==> src/rtl/alu_arbiter.sv <==
// Two-requester round-robin front end for a shared registered ALU, with an in-order response FIFO.
// Latency: grant at t, ALU result captured at end of t+1, response visible at t+2 when the FIFO is empty.
// Backpressure: grants stop once buffered plus in-flight results reach RSP_DEPTH; rsp_ready only drains the FIFO.
module alu_arbiter #(
    parameter int TAG_W     = 4,
    parameter int RSP_DEPTH = 3
) (
    input  logic                 clk,
    input  logic                 rst_n,
    input  logic [1:0]           req_valid,
    output logic [1:0]           req_ready,
    input  logic [9:0]           req_opcode,
    input  logic [5:0]           req_funct3,
    input  logic [13:0]          req_funct7,
    input  logic [63:0]          req_opd1,
    input  logic [63:0]          req_opd2,
    input  logic [2*TAG_W-1:0]   req_tag,
    output logic [4:0]           alu_opcode,
    output logic [2:0]           alu_funct3,
    output logic [6:0]           alu_funct7,
    output logic [31:0]          alu_opd1,
    output logic [31:0]          alu_opd2,
    input  logic [31:0]          alu_rslt,
    input  logic                 flush,
    output logic                 rsp_valid,
    input  logic                 rsp_ready,
    output logic                 rsp_id,
    output logic [TAG_W-1:0]     rsp_tag,
    output logic [31:0]          rsp_data
);

    localparam int PTR_W = (RSP_DEPTH > 1) ? $clog2(RSP_DEPTH) : 1;
    localparam int CNT_W = $clog2(RSP_DEPTH + 1);

    typedef struct packed {
        logic             id;
        logic [TAG_W-1:0] tag;
        logic [31:0]      data;
    } rsp_t;

    logic             prio;
    logic             infl_vld;
    logic             infl_id;
    logic [TAG_W-1:0] infl_tag;
    logic [CNT_W-1:0] count;
    logic [PTR_W-1:0] wr_ptr;
    logic [PTR_W-1:0] rd_ptr;
    rsp_t             mem [RSP_DEPTH];
    rsp_t             head;
    logic             credit;
    logic             gnt_vld;
    logic             gnt_id;
    logic             push;
    logic             pop;

    function automatic logic [PTR_W-1:0] ptr_inc(input logic [PTR_W-1:0] p);
        return (p == PTR_W'(RSP_DEPTH - 1)) ? '0 : p + PTR_W'(1);
    endfunction

    // The in-flight result already owns a FIFO slot, so it counts against the credit.
    assign credit = ({1'b0, count} + (CNT_W + 1)'(infl_vld)) < (CNT_W + 1)'(RSP_DEPTH);

    always_comb begin
        gnt_vld = 1'b0;
        gnt_id  = prio;
        if (rst_n && !flush && credit) begin
            if (req_valid[prio]) begin
                gnt_vld = 1'b1;
                gnt_id  = prio;
            end else if (req_valid[!prio]) begin
                gnt_vld = 1'b1;
                gnt_id  = !prio;
            end
        end
    end

    assign req_ready  = gnt_vld ? (gnt_id ? 2'b10 : 2'b01) : 2'b00;
    assign alu_opcode = gnt_vld ? (gnt_id ? req_opcode[9:5]   : req_opcode[4:0])  : '0;
    assign alu_funct3 = gnt_vld ? (gnt_id ? req_funct3[5:3]   : req_funct3[2:0])  : '0;
    assign alu_funct7 = gnt_vld ? (gnt_id ? req_funct7[13:7]  : req_funct7[6:0])  : '0;
    assign alu_opd1   = gnt_vld ? (gnt_id ? req_opd1[63:32]   : req_opd1[31:0])   : '0;
    assign alu_opd2   = gnt_vld ? (gnt_id ? req_opd2[63:32]   : req_opd2[31:0])   : '0;

    assign push      = infl_vld && !flush;
    assign rsp_valid = (count != '0);
    assign pop       = rsp_valid && rsp_ready && !flush;
    assign head      = mem[rd_ptr];
    assign rsp_id    = rsp_valid ? head.id   : 1'b0;
    assign rsp_tag   = rsp_valid ? head.tag  : '0;
    assign rsp_data  = rsp_valid ? head.data : '0;

    always_ff @(posedge clk or negedge rst_n) begin
        if (!rst_n) begin
            prio     <= 1'b0;
            infl_vld <= 1'b0;
            infl_id  <= 1'b0;
            infl_tag <= '0;
            count    <= '0;
            wr_ptr   <= '0;
            rd_ptr   <= '0;
        end else begin
            infl_vld <= gnt_vld && !flush;
            infl_id  <= gnt_id;
            infl_tag <= gnt_id ? req_tag[2*TAG_W-1:TAG_W] : req_tag[TAG_W-1:0];
            if (gnt_vld) begin
                prio <= !gnt_id;
            end
            if (flush) begin
                count  <= '0;
                wr_ptr <= '0;
                rd_ptr <= '0;
            end else begin
                if (push) begin
                    wr_ptr <= ptr_inc(wr_ptr);
                end
                if (pop) begin
                    rd_ptr <= ptr_inc(rd_ptr);
                end
                if (push && !pop) begin
                    count <= count + CNT_W'(1);
                end else if (!push && pop) begin
                    count <= count - CNT_W'(1);
                end
            end
        end
    end

    // Storage needs no reset: entries are only visible while count says they are valid.
    always_ff @(posedge clk) begin
        if (push) begin
            mem[wr_ptr] <= '{id: infl_id, tag: infl_tag, data: alu_rslt};
        end
    end

    no_overflow: assert property (@(posedge clk) disable iff (!rst_n)
        !(push && (count == CNT_W'(RSP_DEPTH))));

endmodule

==> config.mk <==
export PLATFORM = sky130hd
export DESIGN_NAME = alu_arbiter
export DESIGN_NICKNAME = d
export VERILOG_FILES = /design/src/rtl/alu_arbiter.sv
export SDC_FILE = /design/constraint.sdc
export NUM_CORES = 1
export LEC_CHECK = 0
export CAP_MARGIN = 20
export CORE_ASPECT_RATIO = 2
export CORE_MARGIN = 5
export CORE_UTILIZATION = 35
export DETAILED_ROUTE_END_ITERATION = 12
export GPL_TIMING_DRIVEN = 0
export PLACE_DENSITY = 0.73
export SYNTH_ARGS = -nofsm -noshare
export SYNTH_HDL_FRONTEND = slang
export SYNTH_SLANG_ARGS = --single-unit
export TNS_END_PERCENT = 50
==> constraint.sdc <==
create_clock -name clk -period 5.58 [get_ports clk]
set_input_delay 0.837 -clock clk [delete_from_list [all_inputs] [get_ports clk]]
set_output_delay 0.837 -clock clk [all_outputs]
set_load 0.005 [all_outputs]
Word-level counts from Yosys, hierarchy flattened
Memories as Yosys holds them, arrays and structs flattened.
Index checks and enable logic that the tools add are counted.

storage, ports and cells
  bits in writable memories = 111
  register bits after elaboration = 13
  memories kept = 1
  output and inout bits = 119

operators by class
  mux-type cells = 37
  $lt $le $gt $ge = 3
  equality and inequality tests = 2
  reductions and logical operators = 17
  add/sub/neg operators = 5

memory list
  memory  depth  bits a word  rd ports  clocked after Yosys merged registers in  wr ports  RTL line  text
  mem     3      37           1         0                                        1         48        rsp_t mem [RSP_DEPTH];

operators with widths
  cell                                                count
  two-way mux 32 bit                                  5
  two-way mux 2 bit                                   11
  two-way mux 7 bit                                   2
  two-way mux 1 bit                                   13
  two-way mux 5 bit                                   2
  logical AND 1 bit                                   8
  two-way mux 4 bit                                   2
  adder 2 x 1 -> 2 bit, second input constant         3
  two-way mux 3 bit                                   2
  nonzero test 2 bit                                  3
  logical NOT 1 bit                                   5
  equality test 2 bit, second input constant          2
  < comparator 1 x 2 -> 1 bit, second input constant  2
  adder 2 x 1 -> 3 bit                                1
  < comparator 3 x 2 -> 1 bit, second input constant  1
  nonzero test 3 bit                                  1
  subtractor 2 x 1 -> 2 bit, second input constant    1

Longest topological paths before layout
Gate-level depths: netlist (run 1).

  depth in word-level cells = 8
  mapped depth = 7
  gate-level depth less buffers = 6

Worst setup path after synthesis (run 1)
Ideal clock, no wire load.

  kind = input -> register
  start point = input port flush
  end point = memory mem[2][0] (netlist name), enable pin
  slack = 1.195 ns
  arrival time = 3.900 ns
  data required time = 5.095 ns
  path buffers = 1
  stages = 3
  setup time = 0.485 ns
  cell sequence = buf_6 nand2b_1 nor3b_1

on the way
  word-level cells in the longest chain between the ends = 4

RTL lines
  item                                     RTL line  text
  from (decl)                              24        input logic flush,
  logical NOT 1 bit                        84        assign push = infl_vld && !flush;
  logical AND 1 bit                        84
  two-way mux 1 bit                        130       if (push) begin
  two-way mux 1 bit (implied by the code)  131       mem[wr_ptr] <= '{id: infl_id, tag: infl_tag, data: alu_rslt};
  to (decl)                                48

No other way between the ends.

Final worst setup path (run 1)
  start point = input port rst_n
  end point = output port alu_opd1[7]

on the way
  word-level cells in the longest chain between the ends = 5
  elaborated cells between the ends (all ways) = 6
  those cells by class = mux: 4; reduce/logical: 2

RTL lines
  item                               RTL line  text
  from (decl)                        9         input logic rst_n,
  logical AND 1 bit * (2 in series)  66        if (rst_n && !flush && credit) begin
  two-way mux 1 bit                  66
  two-way mux 32 bit                 81        assign alu_opd1 = gnt_vld ? (gnt_id ? req_opd1[63:32] : req_opd1[31:0]) : '0;
  two-way mux 32 bit *               81
  to (decl)                          21        output logic [31:0] alu_opd1,

Mark *: on every way between the ends. The rest lies on a longest branch, timed or not.

==> results of run 1 <==
[sequential cells by signal, summed over array words and instances, names as in the netlist]
signal and cells:
wr_ptr 2, infl_vld 1, prio 1, mem 111, rd_ptr 2, count 2, infl_id 1, infl_tag 4
[cell families (layout without fill, tap and decap cells)]
kind of cell,Yosys count,count (layout),synth area share [%]
AO/OA/AOI/OAI,131,131,14.76
XOR/XNOR,1,1,0.1472
adder cells (fa/ha/maj),2,2,0.4205
buffers and inverters,49,414,3.638
flip-flops,124,124,61.48
multiplexers,43,43,7.569
other,0,5,0
AND/OR/NAND/NOR,178,178,11.98
[per-stage QoR]
step / worst slack, ps / utilization [%] / instances / setup TNS, ps
after global placement: -765.4 / 56.20 / 1056 / -64460
after detailed placement: 1206 / 57.07 / 1067 / 0
final: 1239 / 61.09 / 1105 / 0
after CTS: 1153 / 61.01 / 1100 / 0
after floorplan: 1195 / - / 528 / 0
after global routing: 1004 / 61.01 / 1100 / 0
[worst paths after layout]
path                        startpoint          end  slack (ps)  cells past startpoint
max in group asynchronous        rst_n     infl_vld        4300                      1
min                        infl_tag[3]   mem[1][35]         470                      0
min in group asynchronous        rst_n      infl_id         820                      1
max                              rst_n  alu_opd1[7]        1240                      7
max reg2reg                   infl_vld   mem[2][34]        3110                      5
min reg2reg                infl_tag[3]   mem[1][35]         470                      0
[metal layers]
metal	track usage (%)	routed length, microns	vias up
met5	0	60	-
met4	6.618	496	12
met3	10.33	3191	42
met2	42.12	12450	330
met1	26.57	8553	2711
li1	-	-	2658
[area by class of cell]
| type | instances | area (sq um) | share of cell area, % |
|---|---|---|---|
| antenna | 5 | 12.51 | 0.1222 |
| buffer | 46 | 205.2 | 2.003 |
| clock buffer | 27 | 633.1 | 6.181 |
| clock inverter | 6 | 27.53 | 0.2688 |
| inverter | 3 | 11.26 | 0.1099 |
| multi-input combinational | 355 | 2091 | 20.41 |
| sequential | 124 | 3659 | 35.72 |
| tap | 207 | 259.0 | 2.529 |
| timing repair buffer | 332 | 3344 | 32.65 |
[power groups by stage]
stage	Sequential [uW]	Combinational (uW)	Clock, uW
global route	1060	525	1250
floorplan	1070	184	0
global placement	1070	482	0
detailed placement	1070	488	0
finish	1050	489	1190
CTS	1050	494	1200
[worst max-delay path: cells and delay by family]
family / cells / cell delay (ps)
buffers and inverters: 4 / 1960
and+or+nand+nor: 3 / 690
[cells in the final DEF (no fill, tap or decap), drive strengths merged, types with 2 or more instances in the layout]
cell type	count
clkdlybuf4s50	321
nand2b	2
clkbuf	51
edfxtp	111
mux2i	39
nor3	2
inv	3
nor2	161
a22oi	79
a21oi	44
nand2	6
clkinv	5
dfrtp	13
diode	5
mux2	4
o21ai	4
nor3b	3
buf	33
ha	2
==> reports/metrics.cfg, run 1 <==
[worst_setup_path]
path_cells = clkdlybuf4s50_1 > nor3b_4 > nand2_1 > buf_2 > clkbuf_1 > nor2_1 > clkdlybuf4s50_1
crit_path_start_kind = primary input
arrival_ps = 3500
cp.required_ps = 4740
cpPeakStageDelay_ps = 930
path_common_cell = clkdlybuf4s50_1
slowest_stage = clkdlybuf4s50_1
crit_path_end_kind = output port
crit_fanout = 14
path_class = in2out

[timing]
setup_viol = 0
min_period_ps = 4341
max_freq_mhz = 230.4
slew_headroom_pct = 30.96
fin_crit_sh_pct = 77.79
hold_violations = 0
rsz0062_at_grt = false
hold_slack_ps = 472.5
fin_skew_ps = 11.48
slew_viol_final = 0
worst_slew_pin_slew_ps = 1031

[synthesis]
async_flop_share_pct = 10.48
ys_ff_latch = 124
yosysMostFrequentCell = nor2_1
syn-cell-area_sq_um = 5951
synthTopCellsByArea = edfxtp_1 56%, nor2_1 10%, a22oi_1 10%, mux2i_1 6.6%, dfrtp_1 5.5%
synth_cell_type_count = 29
ys_warn_count = 0
ys.flop_type = edfxtp_1
yosysTopAreaCell = edfxtp_1
synth_edf_count = 111
yosysSeqAreaShare_pct = 61.48
synth_nets = 734
syn_avg_cell_area_sq_um = 11.27
yosys.area.top_type_share_pct = 56.01
netlist_instances = 528
synth_common_cells = 161 x nor2_1, 111 x edfxtp_1, 79 x a22oi_1, 43 x a21oi_1, 39 x mux2i_1

[drt]
wire_per_inst_microns = 22.40
vias_per_cell = 5.206
drt_iter0_markers = 289
ant_nets = 0
totalWireLength_mm = 24.75
vias = 5753
first_pass_iters = 7
remaining_drc_errors = 0

[placed_design]
dp_hpwl_mm = 19.81
io_buffers = 321
place_area_sq_um = 9569
place_congestion = 0.8512

[global_routing]
track_usage_pct = 24.24
globalRouteOverflowTotal = 0
grt_max_degree = 15
grt_first_pass_wirelength_mm = 34.93
grt_pass1_vias = 6102
antenna_found_initial = 9

[pwr]
swShare_pct = 22.81
ir_drop_mv = 0.1539
clkPwrFrac_pct = 43.6
finalPower_uw = 2736
powerDensity_nw_per_um2 = 267.1
power.internal_uw = 2112
p_leak_uw = 0.003626
power.switching_uw = 624.1
power_frac_seq_pct = 38.6
p_comb_share_pct = 17.9

[clocking]
root_buffer = clkbuf_16
cts.path.max_buffers = 3
cts_buffers = 25
post_cts_buffers = 0
cts_sinks = 124
clk_latency_ps = 450
clk_pin_slew_ps = 50
ctsHoldBuffers = 0
postCtsResizedCells = 0
cts_tree = built
h-tree-depth = 4

[cells_and_area]
drive_gt1_share_pct = 7.727
nFillCells = 1389
fin_area_sq_um = 10240
syn_to_final_growth_pct = 72.12
nNetsFinal = 1093

[floorplan]
die_area_sq_um = 19870
die_h_microns = 194.4
rows = 67
io_pins = 323
coreArea_sq_um = 16770
dieWidth_microns = 102.2
start_util_pct = 35.49

[job]
drv_cap = 0

[outcome]
outcome = completed

[hold_path]
hp-class = reg2reg

Power figures use the tool's default switching activity.
==> run 2: changes to the inputs <==
PLACE_DENSITY = 0.76   (was 0.73)
clock period = 3.85 ns   (was 5.58 ns; I/O delays follow)
==> run 2 against run 1 <==
  * Wire length decreased by 2.0%
  * Final cell count decreased by 0.63%
  * Clock power increased by 46%
  * First-iteration DRC count decreased by 14%
  * Clock-buffer cell count increased by 2
  * Critical path depth unchanged
  * Sequential share of layout area increased by 0.12 points
  * Hold slack got worse by 190 ps
  * Sequential power increased by 46%
  * Die area unchanged
  * Total power increased by 45%
==> reports/metrics.cfg, run 2 (same netlist as run 1, synthesis figures left out) <==
[drt]
ant_nets = 0
wire_per_inst_microns = 22.09
drt_iter0_markers = 248
totalWireLength_mm = 24.26
remaining_drc_errors = 0
first_pass_iters = 5
vias_per_cell = 5.187
vias = 5695

[global_routing]
grt_max_degree = 15
track_usage_pct = 23.88
grt_pass1_vias = 6126
grt_first_pass_wirelength_mm = 34.84
antenna_found_initial = 5
globalRouteOverflowTotal = 0

[outcome]
outcome = completed

[clocking]
clk_latency_ps = 460
root_buffer = clkbuf_16
clk_pin_slew_ps = 50
ctsHoldBuffers = 0
cts.path.max_buffers = 3
cts_sinks = 124
cts_tree = built
cts_buffers = 25
h-tree-depth = 4

[cells_and_area]
final_common_cell = clkdlybuf4s50_1
regArea_sq_um = 3659
layout_common_cells = 320 x clkdlybuf4s50_1, 161 x nor2_1, 111 x edfxtp_1
largest_reg_flops = 111
multi_input_area_sq_um = 2091
syn_to_final_growth_pct = 71.55
drive_gt1_share_pct = 7.640
nFillCells = 1339
fin_area_sq_um = 10210
top_register = mem
nNetsFinal = 1091
top_regs = mem: 111 flops, infl_tag: 4 flops

[placed_design]
io_buffers = 321
place_area_sq_um = 9543
place_congestion = 0.8447
dp_hpwl_mm = 19.17

[floorplan]
start_util_pct = 35.49
dieWidth_microns = 102.2
io_pins = 323
die_area_sq_um = 19870
rows = 67
coreArea_sq_um = 16770
die_h_microns = 194.4

[worst_setup_path]
path_class = in2out
crit_fanout = 10
worst-r2r-cell-count = 5
cp.required_ps = 3270
worstReg2RegStart = infl_vld
crit_path_start_kind = primary input
r2r_end = mem[1][24]
arrival_ps = 3070
crit_path_end_kind = output port
r2r_setup_slack_ps = 1590

[timing]
min_period_ps = 3650
fin_crit_sh_pct = 94.81
max_freq_mhz = 274.0
hold_violations = 0
fin_skew_ps = 16.32
hold_slack_ps = 281.3
setup_viol = 0
rsz0062_at_grt = false
worst_slew_pin_slew_ps = 834.1
slew_viol_final = 0
slew_headroom_pct = 44.09

[pwr]
powerDensity_nw_per_um2 = 388.2
ir_drop_mv = 0.2104
p_leak_uw = 0.003621

[hold_path]
hp-class = in2async

[job]
drv_cap = 0

[run 2: through the flow]
| step | cells | util, % | setup TNS (ps) | power (uW) | setup slack, ps |
|---|---|---|---|---|---|
| floorplan | 528 | - | -21170 | 1815 | -275.7 |
| global placement | 1056 | 56.20 | -219060 | 2229 | -2174 |
| detailed placement | 1065 | 56.92 | 0 | 2240 | 9.509 |
| CTS | 1097 | 60.87 | 0 | 3989 | 181.8 |
| global route | 1097 | 60.87 | 0 | 4095 | 59.53 |
| finish | 1098 | 60.89 | 0 | 3963 | 199.9 |
[run 2: final cells by class]
class                           instances  area share [%]
Buffer                                 46           2.010
Tap cell                              207           2.537
Multi-Input combinational cell        355           20.48
Antenna cell                            1         0.02451
Timing Repair Buffer                  330           32.49
Sequential cell                       124           35.84
Clock buffer                           29           6.373
Clock inverter                          3          0.1348
Inverter                                3          0.1103
[run 2: where the power goes]
| part | total, uW | internal, uW | leakage (uW) | switching [uW] |
|---|---|---|---|---|
| clock network | 1740 | 1170 | 0.000328 | 573 |
| logic | 690 | 399 | 0.00212 | 292 |
| registers | 1530 | 1510 | 0.00117 | 18.7 |
| total | 3960 | 3080 | 0.00362 | 883 |
[run 2: worst max-delay path by stage]
stage / startpoint / endpoint / slack, ps / cells after the start
floorplan: flush / mem[2][0] / -280 / 3
global placement: flush / mem[2][23] / -2170 / 3
detailed placement: rst_n / alu_funct7[1] / 10 / 7
CTS: req_valid[1] / alu_opd2[2] / 180 / 7
global route: rst_n / alu_funct7[1] / 60 / 7
finish: req_valid[1] / alu_opd2[9] / 200 / 7
[run 2: timing repair]
action | CTS | global route
setup endpoints to repair | 1 | 0
buffers inserted | 0 | 0
hold endpoints to repair | 0 | 0
resized for setup | 1 | 0
[run 2: metal layers]
| layer | vias to the layer above | global-route usage, % | routed length, microns |
|---|---|---|---|
| li1 | 2642 | - | - |
| met1 | 2668 | 27.10 | 8778 |
| met2 | 325 | 41.23 | 12260 |
| met3 | 52 | 7.750 | 2465 |
| met4 | 8 | 8.418 | 699 |
| met5 | - | 0 | 53 |
[run 2: worst max-delay path: stages]
cell and delay [ps]:
clkdlybuf4s50_1 500, inv_1 110, a21oi_2 410, clkbuf_1 500, a22oi_1 260, nor2_1 160
clkdlybuf4s50_1 540
